[src/rtl/tick_timer_scheduler_if.sv]
// Configuration, readback and status bundle between a controller and the tick timer block.
interface tick_timer_scheduler_if #(
  parameter int unsigned NUM_CH = 4,
  parameter int unsigned CNT_W  = 16
);
  localparam int unsigned CH_W = (NUM_CH > 1) ? $clog2(NUM_CH) : 1;

  logic              wr_en;
  logic [CH_W-1:0]   wr_chan;
  logic [CNT_W-1:0]  wr_value;
  logic              wr_src;
  logic              wr_periodic;
  logic              stop_en;
  logic [CH_W-1:0]   stop_chan;
  logic [CH_W-1:0]   rd_chan;
  logic [CNT_W-1:0]  rd_count;
  logic [NUM_CH-1:0] active;
  logic [NUM_CH-1:0] expired;
  logic [NUM_CH-1:0] overrun;
  logic              busy;

  // Controller side: issues writes/stops/readback selects, observes status.
  modport master (
    output wr_en, wr_chan, wr_value, wr_src, wr_periodic,
    output stop_en, stop_chan, rd_chan,
    input  rd_count, active, expired, overrun, busy
  );

  // Timer side.
  modport slave (
    input  wr_en, wr_chan, wr_value, wr_src, wr_periodic,
    input  stop_en, stop_chan, rd_chan,
    output rd_count, active, expired, overrun, busy
  );
endinterface

[src/rtl/tick_timer_scheduler.sv]
// Multi-channel countdown timers sharing one decrementer, serviced round-robin.
module tick_timer_scheduler #(
  parameter int unsigned NUM_CH = 4,
  parameter int unsigned CNT_W  = 16
) (
  input  logic                  clk_i,
  input  logic                  rst_i,
  input  logic                  tick_1kHz_i,
  input  logic                  tick_1Hz_i,
  tick_timer_scheduler_if.slave tmr_if
);

  localparam int unsigned CH_W = (NUM_CH > 1) ? $clog2(NUM_CH) : 1;

  logic [CNT_W-1:0]  count_q  [NUM_CH];
  logic [CNT_W-1:0]  count_d  [NUM_CH];
  logic [CNT_W-1:0]  reload_q [NUM_CH];
  logic [CNT_W-1:0]  reload_d [NUM_CH];
  logic [NUM_CH-1:0] src_q, src_d;
  logic [NUM_CH-1:0] periodic_q, periodic_d;
  logic [NUM_CH-1:0] active_q, active_d;
  logic [NUM_CH-1:0] pending_q, pending_d;
  logic [NUM_CH-1:0] overrun_q, overrun_d;
  logic [NUM_CH-1:0] expired_q, expired_d;
  logic [CNT_W-1:0]  rd_count_q, rd_count_d;
  logic [CH_W-1:0]   ptr_q, ptr_d;

  logic              grant_vld;
  logic [CH_W-1:0]   grant_idx;

  // Round-robin search: first serviceable channel at or after the pointer.
  always_comb begin
    int unsigned idx;
    logic [CH_W-1:0] cidx;
    grant_vld = 1'b0;
    grant_idx = '0;
    idx       = 0;
    cidx      = '0;
    for (int unsigned k = 0; k < NUM_CH; k++) begin
      idx = 32'(ptr_q) + k;
      if (idx >= NUM_CH) idx = idx - NUM_CH;
      cidx = CH_W'(idx);
      if (!grant_vld && pending_q[cidx] && active_q[cidx]) begin
        grant_vld = 1'b1;
        grant_idx = cidx;
      end
    end
  end

  // Per-channel next state: write beats stop, stop beats service/tick capture.
  always_comb begin
    logic [CH_W-1:0] ch;
    logic tick_hit;
    logic do_wr;
    logic do_stop;
    logic granted;

    count_d    = count_q;
    reload_d   = reload_q;
    src_d      = src_q;
    periodic_d = periodic_q;
    active_d   = active_q;
    pending_d  = pending_q;
    overrun_d  = overrun_q;
    expired_d  = '0;
    ch         = '0;
    tick_hit   = 1'b0;
    do_wr      = 1'b0;
    do_stop    = 1'b0;
    granted    = 1'b0;

    for (int unsigned i = 0; i < NUM_CH; i++) begin
      ch       = CH_W'(i);
      tick_hit = active_q[ch] & (src_q[ch] ? tick_1Hz_i : tick_1kHz_i);
      do_wr    = tmr_if.wr_en && (tmr_if.wr_chan == ch);
      do_stop  = tmr_if.stop_en && (tmr_if.stop_chan == ch) && !do_wr;
      granted  = grant_vld && (grant_idx == ch);

      if (do_wr) begin
        overrun_d[ch] = 1'b0;
        pending_d[ch] = 1'b0;
        if (tmr_if.wr_value != '0) begin
          count_d[ch]    = tmr_if.wr_value;
          reload_d[ch]   = tmr_if.wr_value;
          src_d[ch]      = tmr_if.wr_src;
          periodic_d[ch] = tmr_if.wr_periodic;
          active_d[ch]   = 1'b1;
        end else begin
          active_d[ch]   = 1'b0;
        end
      end else if (do_stop) begin
        active_d[ch]  = 1'b0;
        pending_d[ch] = 1'b0;
      end else begin
        // A second tick before service is lost; the granted channel absorbs it.
        if (tick_hit && pending_q[ch] && !granted) overrun_d[ch] = 1'b1;
        if (granted) begin
          if (count_q[ch] > CNT_W'(1)) begin
            count_d[ch] = count_q[ch] - CNT_W'(1);
          end else begin
            expired_d[ch] = 1'b1;
            if (periodic_q[ch]) begin
              count_d[ch] = reload_q[ch];
            end else begin
              count_d[ch]  = '0;
              active_d[ch] = 1'b0;
            end
          end
          pending_d[ch] = tick_hit & active_d[ch];
        end else begin
          pending_d[ch] = pending_q[ch] | tick_hit;
        end
      end
    end
  end

  // Pointer advance and readback capture of the pre-edge count.
  always_comb begin
    ptr_d      = ptr_q;
    rd_count_d = count_q[tmr_if.rd_chan];
    if (grant_vld) begin
      ptr_d = (grant_idx == CH_W'(NUM_CH - 1)) ? '0 : grant_idx + CH_W'(1);
    end
  end

  // State registers with synchronous reset.
  always_ff @(posedge clk_i) begin
    if (rst_i) begin
      for (int unsigned i = 0; i < NUM_CH; i++) begin
        count_q[CH_W'(i)]  <= '0;
        reload_q[CH_W'(i)] <= '0;
      end
      src_q      <= '0;
      periodic_q <= '0;
      active_q   <= '0;
      pending_q  <= '0;
      overrun_q  <= '0;
      expired_q  <= '0;
      rd_count_q <= '0;
      ptr_q      <= '0;
    end else begin
      count_q    <= count_d;
      reload_q   <= reload_d;
      src_q      <= src_d;
      periodic_q <= periodic_d;
      active_q   <= active_d;
      pending_q  <= pending_d;
      overrun_q  <= overrun_d;
      expired_q  <= expired_d;
      rd_count_q <= rd_count_d;
      ptr_q      <= ptr_d;
    end
  end

  assign tmr_if.rd_count = rd_count_q;
  assign tmr_if.active   = active_q;
  assign tmr_if.expired  = expired_q;
  assign tmr_if.overrun  = overrun_q;
  assign tmr_if.busy     = |pending_q;

endmodule

[src/flat_wrapper.sv]
// flat-port wrapper written by rule: the top's interface ports become plain ports
module tick_timer_scheduler_flat 
#(
  parameter int unsigned NUM_CH = 4,
  parameter int unsigned CNT_W  = 16
)
  (clk_i, rst_i, tick_1kHz_i, tick_1Hz_i, tmr_if_wr_en, tmr_if_wr_chan, tmr_if_wr_value, tmr_if_wr_src, tmr_if_wr_periodic, tmr_if_stop_en, tmr_if_stop_chan, tmr_if_rd_chan, tmr_if_rd_count, tmr_if_active, tmr_if_expired, tmr_if_overrun, tmr_if_busy);
  tick_timer_scheduler_if #(.NUM_CH(NUM_CH), .CNT_W(CNT_W)) tmr_if_i ();
  input  logic clk_i;
  input  logic rst_i;
  input  logic tick_1kHz_i;
  input  logic tick_1Hz_i;
  input wire logic [$bits(tmr_if_i.wr_en)-1:0] tmr_if_wr_en;
  input wire logic [$bits(tmr_if_i.wr_chan)-1:0] tmr_if_wr_chan;
  input wire logic [$bits(tmr_if_i.wr_value)-1:0] tmr_if_wr_value;
  input wire logic [$bits(tmr_if_i.wr_src)-1:0] tmr_if_wr_src;
  input wire logic [$bits(tmr_if_i.wr_periodic)-1:0] tmr_if_wr_periodic;
  input wire logic [$bits(tmr_if_i.stop_en)-1:0] tmr_if_stop_en;
  input wire logic [$bits(tmr_if_i.stop_chan)-1:0] tmr_if_stop_chan;
  input wire logic [$bits(tmr_if_i.rd_chan)-1:0] tmr_if_rd_chan;
  output wire logic [$bits(tmr_if_i.rd_count)-1:0] tmr_if_rd_count;
  output wire logic [$bits(tmr_if_i.active)-1:0] tmr_if_active;
  output wire logic [$bits(tmr_if_i.expired)-1:0] tmr_if_expired;
  output wire logic [$bits(tmr_if_i.overrun)-1:0] tmr_if_overrun;
  output wire logic [$bits(tmr_if_i.busy)-1:0] tmr_if_busy;
  assign tmr_if_i.wr_en = tmr_if_wr_en;
  assign tmr_if_i.wr_chan = tmr_if_wr_chan;
  assign tmr_if_i.wr_value = tmr_if_wr_value;
  assign tmr_if_i.wr_src = tmr_if_wr_src;
  assign tmr_if_i.wr_periodic = tmr_if_wr_periodic;
  assign tmr_if_i.stop_en = tmr_if_stop_en;
  assign tmr_if_i.stop_chan = tmr_if_stop_chan;
  assign tmr_if_i.rd_chan = tmr_if_rd_chan;
  assign tmr_if_rd_count = tmr_if_i.rd_count;
  assign tmr_if_active = tmr_if_i.active;
  assign tmr_if_expired = tmr_if_i.expired;
  assign tmr_if_overrun = tmr_if_i.overrun;
  assign tmr_if_busy = tmr_if_i.busy;
  tick_timer_scheduler #(.NUM_CH(NUM_CH), .CNT_W(CNT_W)) u_core (.clk_i(clk_i), .rst_i(rst_i), .tick_1kHz_i(tick_1kHz_i), .tick_1Hz_i(tick_1Hz_i), .tmr_if(tmr_if_i));
endmodule
[config.mk]
export PLATFORM = sky130hd
export DESIGN_NAME = tick_timer_scheduler_flat
export DESIGN_NICKNAME = d
export VERILOG_FILES = /design/src/rtl/tick_timer_scheduler_if.sv /design/src/rtl/tick_timer_scheduler.sv /design/src/flat_wrapper.sv
export SDC_FILE = /design/constraint.sdc
export NUM_CORES = 1
export LEC_CHECK = 0
export CAP_MARGIN = 25
export CELL_PAD_IN_SITES_DETAIL_PLACEMENT = 1
export CELL_PAD_IN_SITES_GLOBAL_PLACEMENT = 1
export CORE_MARGIN = 3
export CORE_UTILIZATION = 46
export CTS_BUF_LIST = sky130_fd_sc_hd__clkbuf_8
export DETAILED_ROUTE_END_ITERATION = 12
export GPL_TIMING_DRIVEN = 0
export PLACE_DENSITY = 0.82
export SLEW_MARGIN = 10
export SYNTH_ARGS = -nofsm -noshare
export SYNTH_HDL_FRONTEND = slang
export SYNTH_SLANG_ARGS = --single-unit
[constraint.sdc]
create_clock -name clk_i -period 3.2 [get_ports clk_i]
set_input_delay 0.48 -clock clk_i [delete_from_list [all_inputs] [get_ports clk_i]]
set_output_delay 0.48 -clock clk_i [all_outputs]
set_load 0.02 [all_outputs]
==> Word level (Yosys, flattened, before mapping) <==
Cells that the tools add are included.
{ "op_classes": {"bitwise_logic": 21, "eq_ne": 17, "add_sub_neg": 12, "magnitude_cmp": 13, "reduce_logical": 79, "muxes": 98} }
{ "op_table": {"columns": ["op", "n"], "rows": [
  ["two-way mux 16 bit", 23],
  ["> comparator 16 x 1 -> 1 bit, second input constant", 4],
  ["subtractor 16 x 1 -> 16 bit, second input constant", 4],
  ["two-way mux 1 bit", 57],
  ["binary-select mux 16 bit (select 2 bit)", 1],
  ["logical AND 1 bit", 31],
  ["OR reduction 4 bit", 5],
  ["two-way mux 2 bit", 9],
  ["binary-select mux 1 bit (select 2 bit)", 8],
  ["AND reduction 2 bit", 8],
  ["nonzero test 16 bit", 1],
  ["== test 2 bit, second input constant", 6],
  ["greater-or-equal comparator 3 bit, second input constant", 4],
  ["< comparator 2 x 3 -> 1 bit, second input constant", 4],
  ["!= test 2 x 1 -> 1 bit, second input constant", 6],
  ["AND reduction 3 bit", 4],
  ["nonzero test 3 bit", 4],
  ["OR reduction 3 bit", 4],
  ["logical NOT 1 bit", 11],
  ["bitwise AND 1 bit", 8],
  ["NOT 1 bit", 8],
  ["nonzero test 2 bit", 4],
  ["OR reduction 2 bit", 4],
  ["subtractor 2 x 1 -> 2 bit, second input constant", 4],
  ["9 further kinds", 18]
]} }
{ "totals": {"inputBits": 30, "ff_bits": 170, "output_inout_bits": 29, "elab_cells": 274} }

==> Logic depth before layout (Yosys ltp) <==
Gate-level depths: netlist of run 1.
{ "depth": {"ltp_word": 26, "depth_mapped": 14, "ltp_nobuf": 12} }

==> Least setup slack after synthesis of run 1 <==
Ideal clock, no wire load.
{ "synth_timing": {"path_kind": "register -> register", "startpoint": "reg u_core.active_q[1] (netlist: u_core.tmr_if.active[1])", "endpoint": "reg u_core.count_q[51] in the netlist's numbering", "t_required_ps": 3114, "stages_incl_launch_ff": 13, "arrival_ps": 2418, "setup_time_ps": 86, "path_slack_ps": 697, "n_path_buf": 2, "synth_period_minus_slack_ps": 2503, "cell_sequence": "dfxtp_1 -> nand2_1 -> a31oi_1 -> o21ai_0 -> a21oi_1 -> inv_1 -> ha_1 -> o21ai_0 -> or3_1 -> clkbuf_1 -> buf_1 -> o21ai_0 -> a211oi_1"} }
{ "synth_between": {"elab_chain_cells": 20, "word_cells_on_any_way": 30, "cone_classes": "16 x mux; 14 x reduce/logical"} }
{ "synth_lines": {"columns": ["element", "line", "source"], "rows": [
  ["start: declaration", "tick_timer_scheduler.sv:21", "logic [NUM_CH-1:0] active_q, active_d;"],
  ["start signal: assignment", "tick_timer_scheduler.sv:146", "active_q <= active_d;"],
  ["binary-select mux 1 bit (select 2 bit)", "tick_timer_scheduler.sv:43", "if (!grant_vld && pending_q[cidx] && active_q[cidx]) begin"],
  ["two-way mux 1 bit (not written as such)", "tick_timer_scheduler.sv:43", null],
  ["logical AND 1 bit", "tick_timer_scheduler.sv:43", null],
  ["two-way mux 1 bit", "tick_timer_scheduler.sv:43", null],
  ["logical NOT 1 bit", "tick_timer_scheduler.sv:43", null],
  ["logical AND 1 bit (2 in a row)", "tick_timer_scheduler.sv:43", null],
  ["two-way mux 1 bit", "tick_timer_scheduler.sv:43", null],
  ["logical NOT 1 bit", "tick_timer_scheduler.sv:43", null],
  ["logical AND 1 bit (2 in a row)", "tick_timer_scheduler.sv:43", null],
  ["two-way mux 1 bit", "tick_timer_scheduler.sv:43", null],
  ["logical NOT 1 bit", "tick_timer_scheduler.sv:43", null],
  ["logical AND 1 bit (2 in a row)", "tick_timer_scheduler.sv:43", null],
  ["two-way mux 2 bit", "tick_timer_scheduler.sv:43", null],
  ["logical NOT 2 bit", "tick_timer_scheduler.sv:77", "granted = grant_vld && (grant_idx == ch);"],
  ["logical AND 1 bit *", "tick_timer_scheduler.sv:77", null],
  ["nonzero test 2 bit (no source line) *", null, null],
  ["AND reduction 3 bit (no source line) *", null, null],
  ["end signal: assignment", "tick_timer_scheduler.sv:142", "count_q <= count_d;"],
  ["end: declaration", "tick_timer_scheduler.sv:15", "logic [CNT_W-1:0] count_q [NUM_CH];"]
]} }
Every way passes the cells marked *; elsewhere a longest branch is shown, timed or not. The select of a mux whose other input is x is not followed.
A chain may end at the register's enable or synchronous reset.

==> Worst setup path in the final report of run 1 <==
{ "layout_timing": {"startpoint": "in tmr_if_wr_value[14]", "endpoint": "reg u_core.reload_q[37] in the netlist's numbering"} }
{ "layout_between": {"elab_chain_cells": 2} }
{ "layout_lines": {"columns": ["element", "line", "source"], "rows": [
  ["start: declaration", "flat_wrapper.sv:15", "input wire logic [$bits(tmr_if_i.wr_value)-1:0] tmr_if_wr_value;"],
  ["nonzero test 16 bit", "tick_timer_scheduler.sv:82", "if (tmr_if.wr_value != '0) begin"],
  ["AND reduction 2 bit (no source line)", null, null],
  ["end signal: assignment", "tick_timer_scheduler.sv:143", "reload_q <= reload_d;"],
  ["end: declaration", "tick_timer_scheduler.sv:17", "logic [CNT_W-1:0] reload_q [NUM_CH];"]
]} }
Every way passes these cells.

==> run_results.csv, run 1 <==
group,metric,value,unit
outcome,status,"complete, no violations",
logic_synthesis,ys_ff_latch,170,
logic_synthesis,async_flop_share,0,%
power_and_ir_drop,ir_drop,311,uV
power_and_ir_drop,power_density,482,nW/um^2
grt,antenna_found_initial,2,
clocking,cts_max_path_buffers,2,
power_and_ir_drop,total_power,5.04,mW
layout,insertedDiodeCount,0,
logic_synthesis,synth_cell_type_count,71,
layout,utilization,53.2,%
timing,tns,0,ps
timing,min_period,3140,ps
logic_synthesis,yosys_warnings,0,
placement,dp.cells,1486,
grt,grt_remaining_overflow,0,
worst_setup_path,slowest_stage,"clkdlybuf4s50_1",
placement,dpl.hpwl,27.0,mm
logic_synthesis,synth_top_cell_by_area,"dfxtp_1",
power_and_ir_drop,p_comb_share,24.2,%
logic_synthesis,synth_top_area_share,36.7,%
grt,grt_pass1_wl,57.6,mm
timing,max-slew-margin-rel,37.1,%
worst_setup_path,path_cells,"clkdlybuf4s50_1, or4_1, buf_6, nor4_4, nor2_1, clkbuf_1, clkbuf_1, nand2_1, a21oi_1",
worst_setup_path,rrSetupSlack,270,ps
die,coreArea,19700,sq um
logic_synthesis,synth_area_leaders,"dfxtp_1 37%, nand2_1 7.8%, a21oi_1 5.9%",
timing,fin_worst_skew,11.8,ps
route,viasPerCell,6.39,
layout,fill_cells,2504,
placement,place.gp.congestion,0.953,
worst_setup_path,critPathBufInv,4,
hold_path,holdPathStages,3,
timing,tightest_slew,944,ps
logic_synthesis,syn-cell-area,9270,sq um
clocking,numClockSinks,170,
layout,fin_area,10500,sq um
route,wl_per_cell,24.7,um
power_and_ir_drop,internal_power,3.23,mW
timing,period_share,98.2,%
worst_setup_path,critical_path_class,"input port to flip-flop",
power_and_ir_drop,switching_share,36.0,%
route,initialDrtViolationCount,1015,
die,initial_utilization,47.2,%
route,drc,0,
worst_setup_path,slowest_delay,700,ps
worst_setup_path,end_kind,"flip-flop",
clocking,cts_max_level,4,
timing,hold_violations,0,
placement,postPlaceCellArea,10100,sq um
power_and_ir_drop,p_switching,1.81,mW
clocking,cts_tree,"built",
timing,setup_ws,57.7,ps
timing,fmaxAchievable,318,MHz
route,first_pass_iters,6,
hold_path,hold_path_class,"input port to flip-flop",
worst_setup_path,cpLargestDelayFamily,"buffers and inverters",
route,wl,37.5,mm
logic_synthesis,synth_fp_nets,1214,
clocking,clkLatencyLatePin,480,ps
worst_setup_path,r2r_cells,14,
worst_setup_path,cp-endpoint,"u_core.reload_q[37]",
logic_synthesis,ys.flop_type,"dfxtp_1",
clocking,clk_pin_slew,100,ps
layout,nNetsFinal,1281,
placement,dp_slack,-708,ps
layout,layout.cells.non_filler,1517,
worst_setup_path,path_depth,9,
timing,timing.hold.ws,290,ps
timing,slew_violations,0,
power_and_ir_drop,sequentialPowerShare,46.1,%
route,vias,9691,
route,antenna_left,0,
placement,port_buffers,48,
worst_setup_path,r2r_start,"u_core.tmr_if.active[0]",
power_and_ir_drop,clockPowerShare,29.8,%
grt,gr-usage-all-layers,34.2,%
die,die_y,148,um
logic_synthesis,seq_area_frac_synth,36.7,%
run,drv_cap,0,
logic_synthesis,avgSynthCellArea,7.91,sq um
die,boundaryPins,59,
layout,area_growth,12.8,%
hold_path,hold_path_startpoint,"tmr_if_wr_value[13]",
grt,grt_pass1_vias,9610,
die,die_width,148,um
logic_synthesis,synth.most_common_cell,"nand2_1",
worst_setup_path,crit_fanout,10,
timing,final-setup-viol-count,0,
power_and_ir_drop,power_leakage,3.83,nW
clocking,clockRootBuffer,"clkbuf_8",
logic_synthesis,netlist_instances,1172,
logic_synthesis,synth-edff-count,0,
clocking,cts_buffers,17,
layout,post_route_cells_drive_above_1_share,8.79,%
worst_setup_path,cp-startpoint,"tmr_if_wr_value[14]",
worst_setup_path,crit_top_cell,"clkbuf_1",
worst_setup_path,critPathLaunchType,"input port",
worst_setup_path,reg2reg_to,"u_core.count_q[52]",
worst_setup_path,cp.required,3550,ps
grt,grt_max_degree,17,
logic_synthesis,netlist_top_cells_count,"193 x nand2_1, 170 x dfxtp_1, 121 x nor2_1",
die,die_area,21900,sq um
worst_setup_path,crit_arrival,3490,ps
die,rows,51,
[worst min-delay path by stage]
stage | slack, ps | end
after floorplan | 430 | u_core.reload_q[10]
after global placement | 440 | u_core.reload_q[22]
after detailed placement | 440 | u_core.reload_q[48]
after CTS | 270 | u_core.reload_q[45]
after global routing | 290 | u_core.reload_q[61]
final | 290 | u_core.reload_q[45]
[cell type report]
type	instances	area, sq um	area share, %
Multi-Input combinational cell	893	5400	51.6
Sequential cell	170	3400	32.6
Timing Repair Buffer	49	483	4.62
Buffer	90	412	3.94
Tap cell	265	332	3.17
Clock buffer	18	248	2.37
Clock inverter	14	113	1.08
Inverter	18	67.6	0.646
[placed cells by master (no fill, tap or decap), types with 11 or more instances in the layout]
cell and count:
clkdlybuf4s50_1 40, a31oi_1 13, a311oi_1 17, and3_1 41, mux4_2 16, a211oi_1 25, nand3_1 19, xor2_1 12
clkbuf_8 18, dfxtp_1 170, nand2_1 193, nor3_1 24, o21ai_1 11, nor2b_1 17, ha_1 12, clkbuf_1 57
or4_1 17, a21oi_1 109, xnor2_1 17, a221oi_1 11, nor2_1 121, o21ai_0 75, buf_2 21, inv_1 19
nor4_1 11
[state kept, by name, summed over array words and instances (netlist names)]
signal / count
u_core.count_q: 64
u_core.reload_q: 64
u_core.tmr_if.rd_count: 16
u_core.pending_q: 4
u_core.periodic_q: 4
u_core.src_q: 4
u_core.tmr_if.active: 4
u_core.tmr_if.expired: 4
u_core.tmr_if.overrun: 4
u_core.ptr_q: 2
[tightest hold or removal path: stages]
cell	delay, ps
buf_6	130
nand2_1	60
a21oi_1	50
[routing by layer]
metal	part of all wire [%]	global-route usage, %
met2	46	54.3
met4	4.6	14.0
met1	41	44.5
met5	0	0
met3	8.8	8.58
[what timing repair did]
action,CTS,global route
buffers inserted,0,0
gates resized for setup,7,9
gates cloned,0,0
hold buffers,0,0
pin swaps,0,1
endpoints found under the setup margin,68,82
[cell families after synthesis]
logic type	Yosys count	share of synthesized area, %
XOR/XNOR	29	2.74
multiplexers	23	4.72
adder cells (fa/ha/maj)	12	1.62
AND/OR/NAND/NOR	500	26.2
flip-flops	170	36.7
AO/OA/AOI/OAI	329	22.9
buffers and inverters	109	5.13
[power groups by stage]
stage          Sequential, mW  Combinational [mW]  Clock, mW
6_report                 2.32                1.22       1.50
5_1_grt                  2.33                1.33       1.61
4_1_cts                  2.31                1.19       1.51
3_5_place_dp             2.36                1.18          0
3_3_place_gp             2.36                1.16          0
2_1_floorplan            2.33               0.811          0
No activity file was read; power rests on OpenSTA's default activity.
==> run 2: changes to the inputs <==
ABC_AREA = 0   (was not set)
CORE_ASPECT_RATIO = 1.1   (was not set)
==> run 2 against run 1 <==
Net effect: critical path depth down 1; utilization up 0.75 points; via count up 0.13%; final cell count down 0.92%; combinational power about the same; cell area up 0.25%; largest power group unchanged.
==> run_results.csv, run 2 (same netlist as run 1, synthesis figures left out) <==
group,metric,value,unit
route,antenna_left,0,
worst_setup_path,crit_arrival,3500,ps
layout,post_route_cells_drive_above_1_share,9.08,%
route,drt-met1-wl,15.6,mm
grt,grt_pass1_wl,57.1,mm
grt,grt_pass1_vias,9551,
die,boundaryPins,59,
clocking,cts_max_level,4,
grt,antenna_found_initial,3,
route,wl_per_cell,25.0,um
worst_setup_path,end_kind,"flip-flop",
route,vias,9704,
clocking,clockRootBuffer,"clkbuf_8",
timing,fin_worst_skew,19.9,ps
route,wl,37.5,mm
timing,timing.hold.ws,287,ps
timing,slew_violations,0,
worst_setup_path,cp-startpoint,"tmr_if_wr_value[14]",
layout,nNetsFinal,1285,
die,die_y,155,um
worst_setup_path,critPathLaunchType,"input port",
grt,gr-usage-all-layers,34.1,%
layout,multi_input_area,5390,sq um
timing,tightest_slew,990,ps
timing,fmaxAchievable,316,MHz
layout,fill_cells,2393,
worst_setup_path,slowest_stage,"clkdlybuf4s50_1",
route,met3_wirelength,2.91,mm
power_and_ir_drop,power_density,489,nW/um^2
power_and_ir_drop,ir_drop,288,uV
worst_setup_path,r2r_start,"u_core.tmr_if.active[1]",
clocking,clkLatencyLatePin,490,ps
worst_setup_path,cp-endpoint,"u_core.count_q[39]",
worst_setup_path,cp.required,3530,ps
timing,hold_violations,0,
worst_setup_path,path_cells,"clkdlybuf4s50_1, or4_1, buf_6, o41ai_4, o21ai_1, clkbuf_2, nor2_1, a211oi_1",
outcome,status,"complete, no violations",
route,top_layer_used,"met5",
worst_setup_path,path_depth,8,
worst_setup_path,cpLargestDelayFamily,"buffers and inverters",
grt,grt_remaining_overflow,0,
power_and_ir_drop,total_power,5.12,mW
layout,final_cell_mix,"193 x nand2_1, 168 x dfxtp_1, 121 x nor2_1, 110 x a21oi_1, 75 x o21ai_0",
timing,period_share,98.9,%
power_and_ir_drop,sequentialPowerShare,45.3,%
worst_setup_path,r2r_cells,11,
route,dr_wl_met2,16.9,mm
clocking,cts_max_path_buffers,2,
layout,final_common_cell,"nand2_1",
clocking,numClockSinks,170,
die,die_width,141,um
route,drc,0,
worst_setup_path,crit_fanout,10,
route,first_pass_iters,5,
placement,dp_slack,-824,ps
worst_setup_path,reg2reg_to,"u_core.count_q[62]",
clocking,clk_pin_slew,100,ps
placement,place.gp.congestion,0.990,
die,coreArea,19400,sq um
power_and_ir_drop,p_switching,1.80,mW
layout,utilization,53.9,%
worst_setup_path,critPathBufInv,3,
timing,max-slew-margin-rel,34.0,%
run,drv_cap,0,
placement,dpl.hpwl,27.2,mm
timing,rsz0062_at_grt,"false",
timing,min_period,3170,ps
clocking,cts_tree,"built",
layout,insertedDiodeCount,0,
clocking,cts_buffers,17,
route,viasPerCell,6.46,
power_and_ir_drop,clockPowerShare,31.0,%
route,initialDrtViolationCount,976,
power_and_ir_drop,power_leakage,3.84,nW
power_and_ir_drop,switching_share,35.1,%
layout,area_growth,13.0,%
timing,final-setup-viol-count,0,
power_and_ir_drop,p_comb_share,23.7,%
worst_setup_path,slowest_delay,740,ps
power_and_ir_drop,internal_power,3.33,mW
die,die_area,21900,sq um
die,rows,53,
timing,setup_ws,33.8,ps
layout,register_area,3410,sq um
hold_path,hold_path_class,"input port to flip-flop",
worst_setup_path,rrSetupSlack,300,ps
placement,port_buffers,48,
grt,grt_max_degree,17,
worst_setup_path,critical_path_class,"input port to flip-flop",
die,initial_utilization,47.7,%
run 2: cell types whose count changed in the layout (fill, tap and decap cells not counted), moves of 2 or more:
cell and delta:
buf_4 +3, dfxtp_1 -2, dfxtp_2 +2, dlygate4sd2_1 +2, dlymetal6s2s_1 -2
run 2: repair_timing:
action | 4_1_cts | 5_1_grt
buffers inserted | 0 | 3
pin swaps | 1 | 1
endpoints found under the setup margin | 81 | 41
hold buffers | 0 | 0
gates resized for setup | 9 | 8
cloned | 0 | 0
run 2: worst min-delay path by stage:
stage	start	endpoint	slack, ps	cells after the start
after detailed placement	u_core.reload_q[38]	u_core.reload_q[38]	440	2
after global placement	u_core.reload_q[11]	u_core.reload_q[11]	440	2
after floorplan	u_core.reload_q[10]	u_core.reload_q[10]	430	2
after global routing	tmr_if_wr_value[13]	u_core.reload_q[61]	280	3
final	tmr_if_wr_value[13]	u_core.reload_q[61]	290	3
after CTS	tmr_if_wr_value[13]	u_core.reload_q[61]	280	3
run 2: metal layers:
layer | GRT usage, % | up-vias
li1 | - | 4370
met1 | 45.6 | 4707
met2 | 53.7 | 486
met3 | 5.20 | 139
met4 | 17.0 | 2
met5 | 0 | -
run 2: stage by stage:
stage | cell area [sq um] | instances | TNS, ps
2_1_floorplan | 9270 | 1172 | 0
3_3_place_gp | 10100 | 1467 | -63930
3_5_place_dp | 10100 | 1467 | -73990
4_1_cts | 10400 | 1499 | 0
5_1_grt | 10500 | 1503 | 0
6_report | 10500 | 1503 | 0
run 2: power groups by stage:
stage | logic [mW] | registers (mW) | clock network, mW
after global placement | 1.15 | 2.36 | 0
final | 1.21 | 2.32 | 1.59
after detailed placement | 1.18 | 2.36 | 0
after global routing | 1.33 | 2.33 | 1.69
after floorplan | 0.811 | 2.33 | 0
after CTS | 1.19 | 2.31 | 1.60
run 2: area by class of cell:
cell class | instances | area share (%)
buffer | 91 | 3.95
clock buffer | 19 | 2.49
multi-input combinational | 893 | 51.5
clock inverter | 13 | 1.25
timing repair buffer | 52 | 4.75
sequential | 170 | 32.5
inverter | 18 | 0.645
tap | 247 | 2.95
run 2: tightest hold or removal path, stage by stage:
cell and delay [ps]:
buf_6 140, nand2_1 60, a21oi_1 50
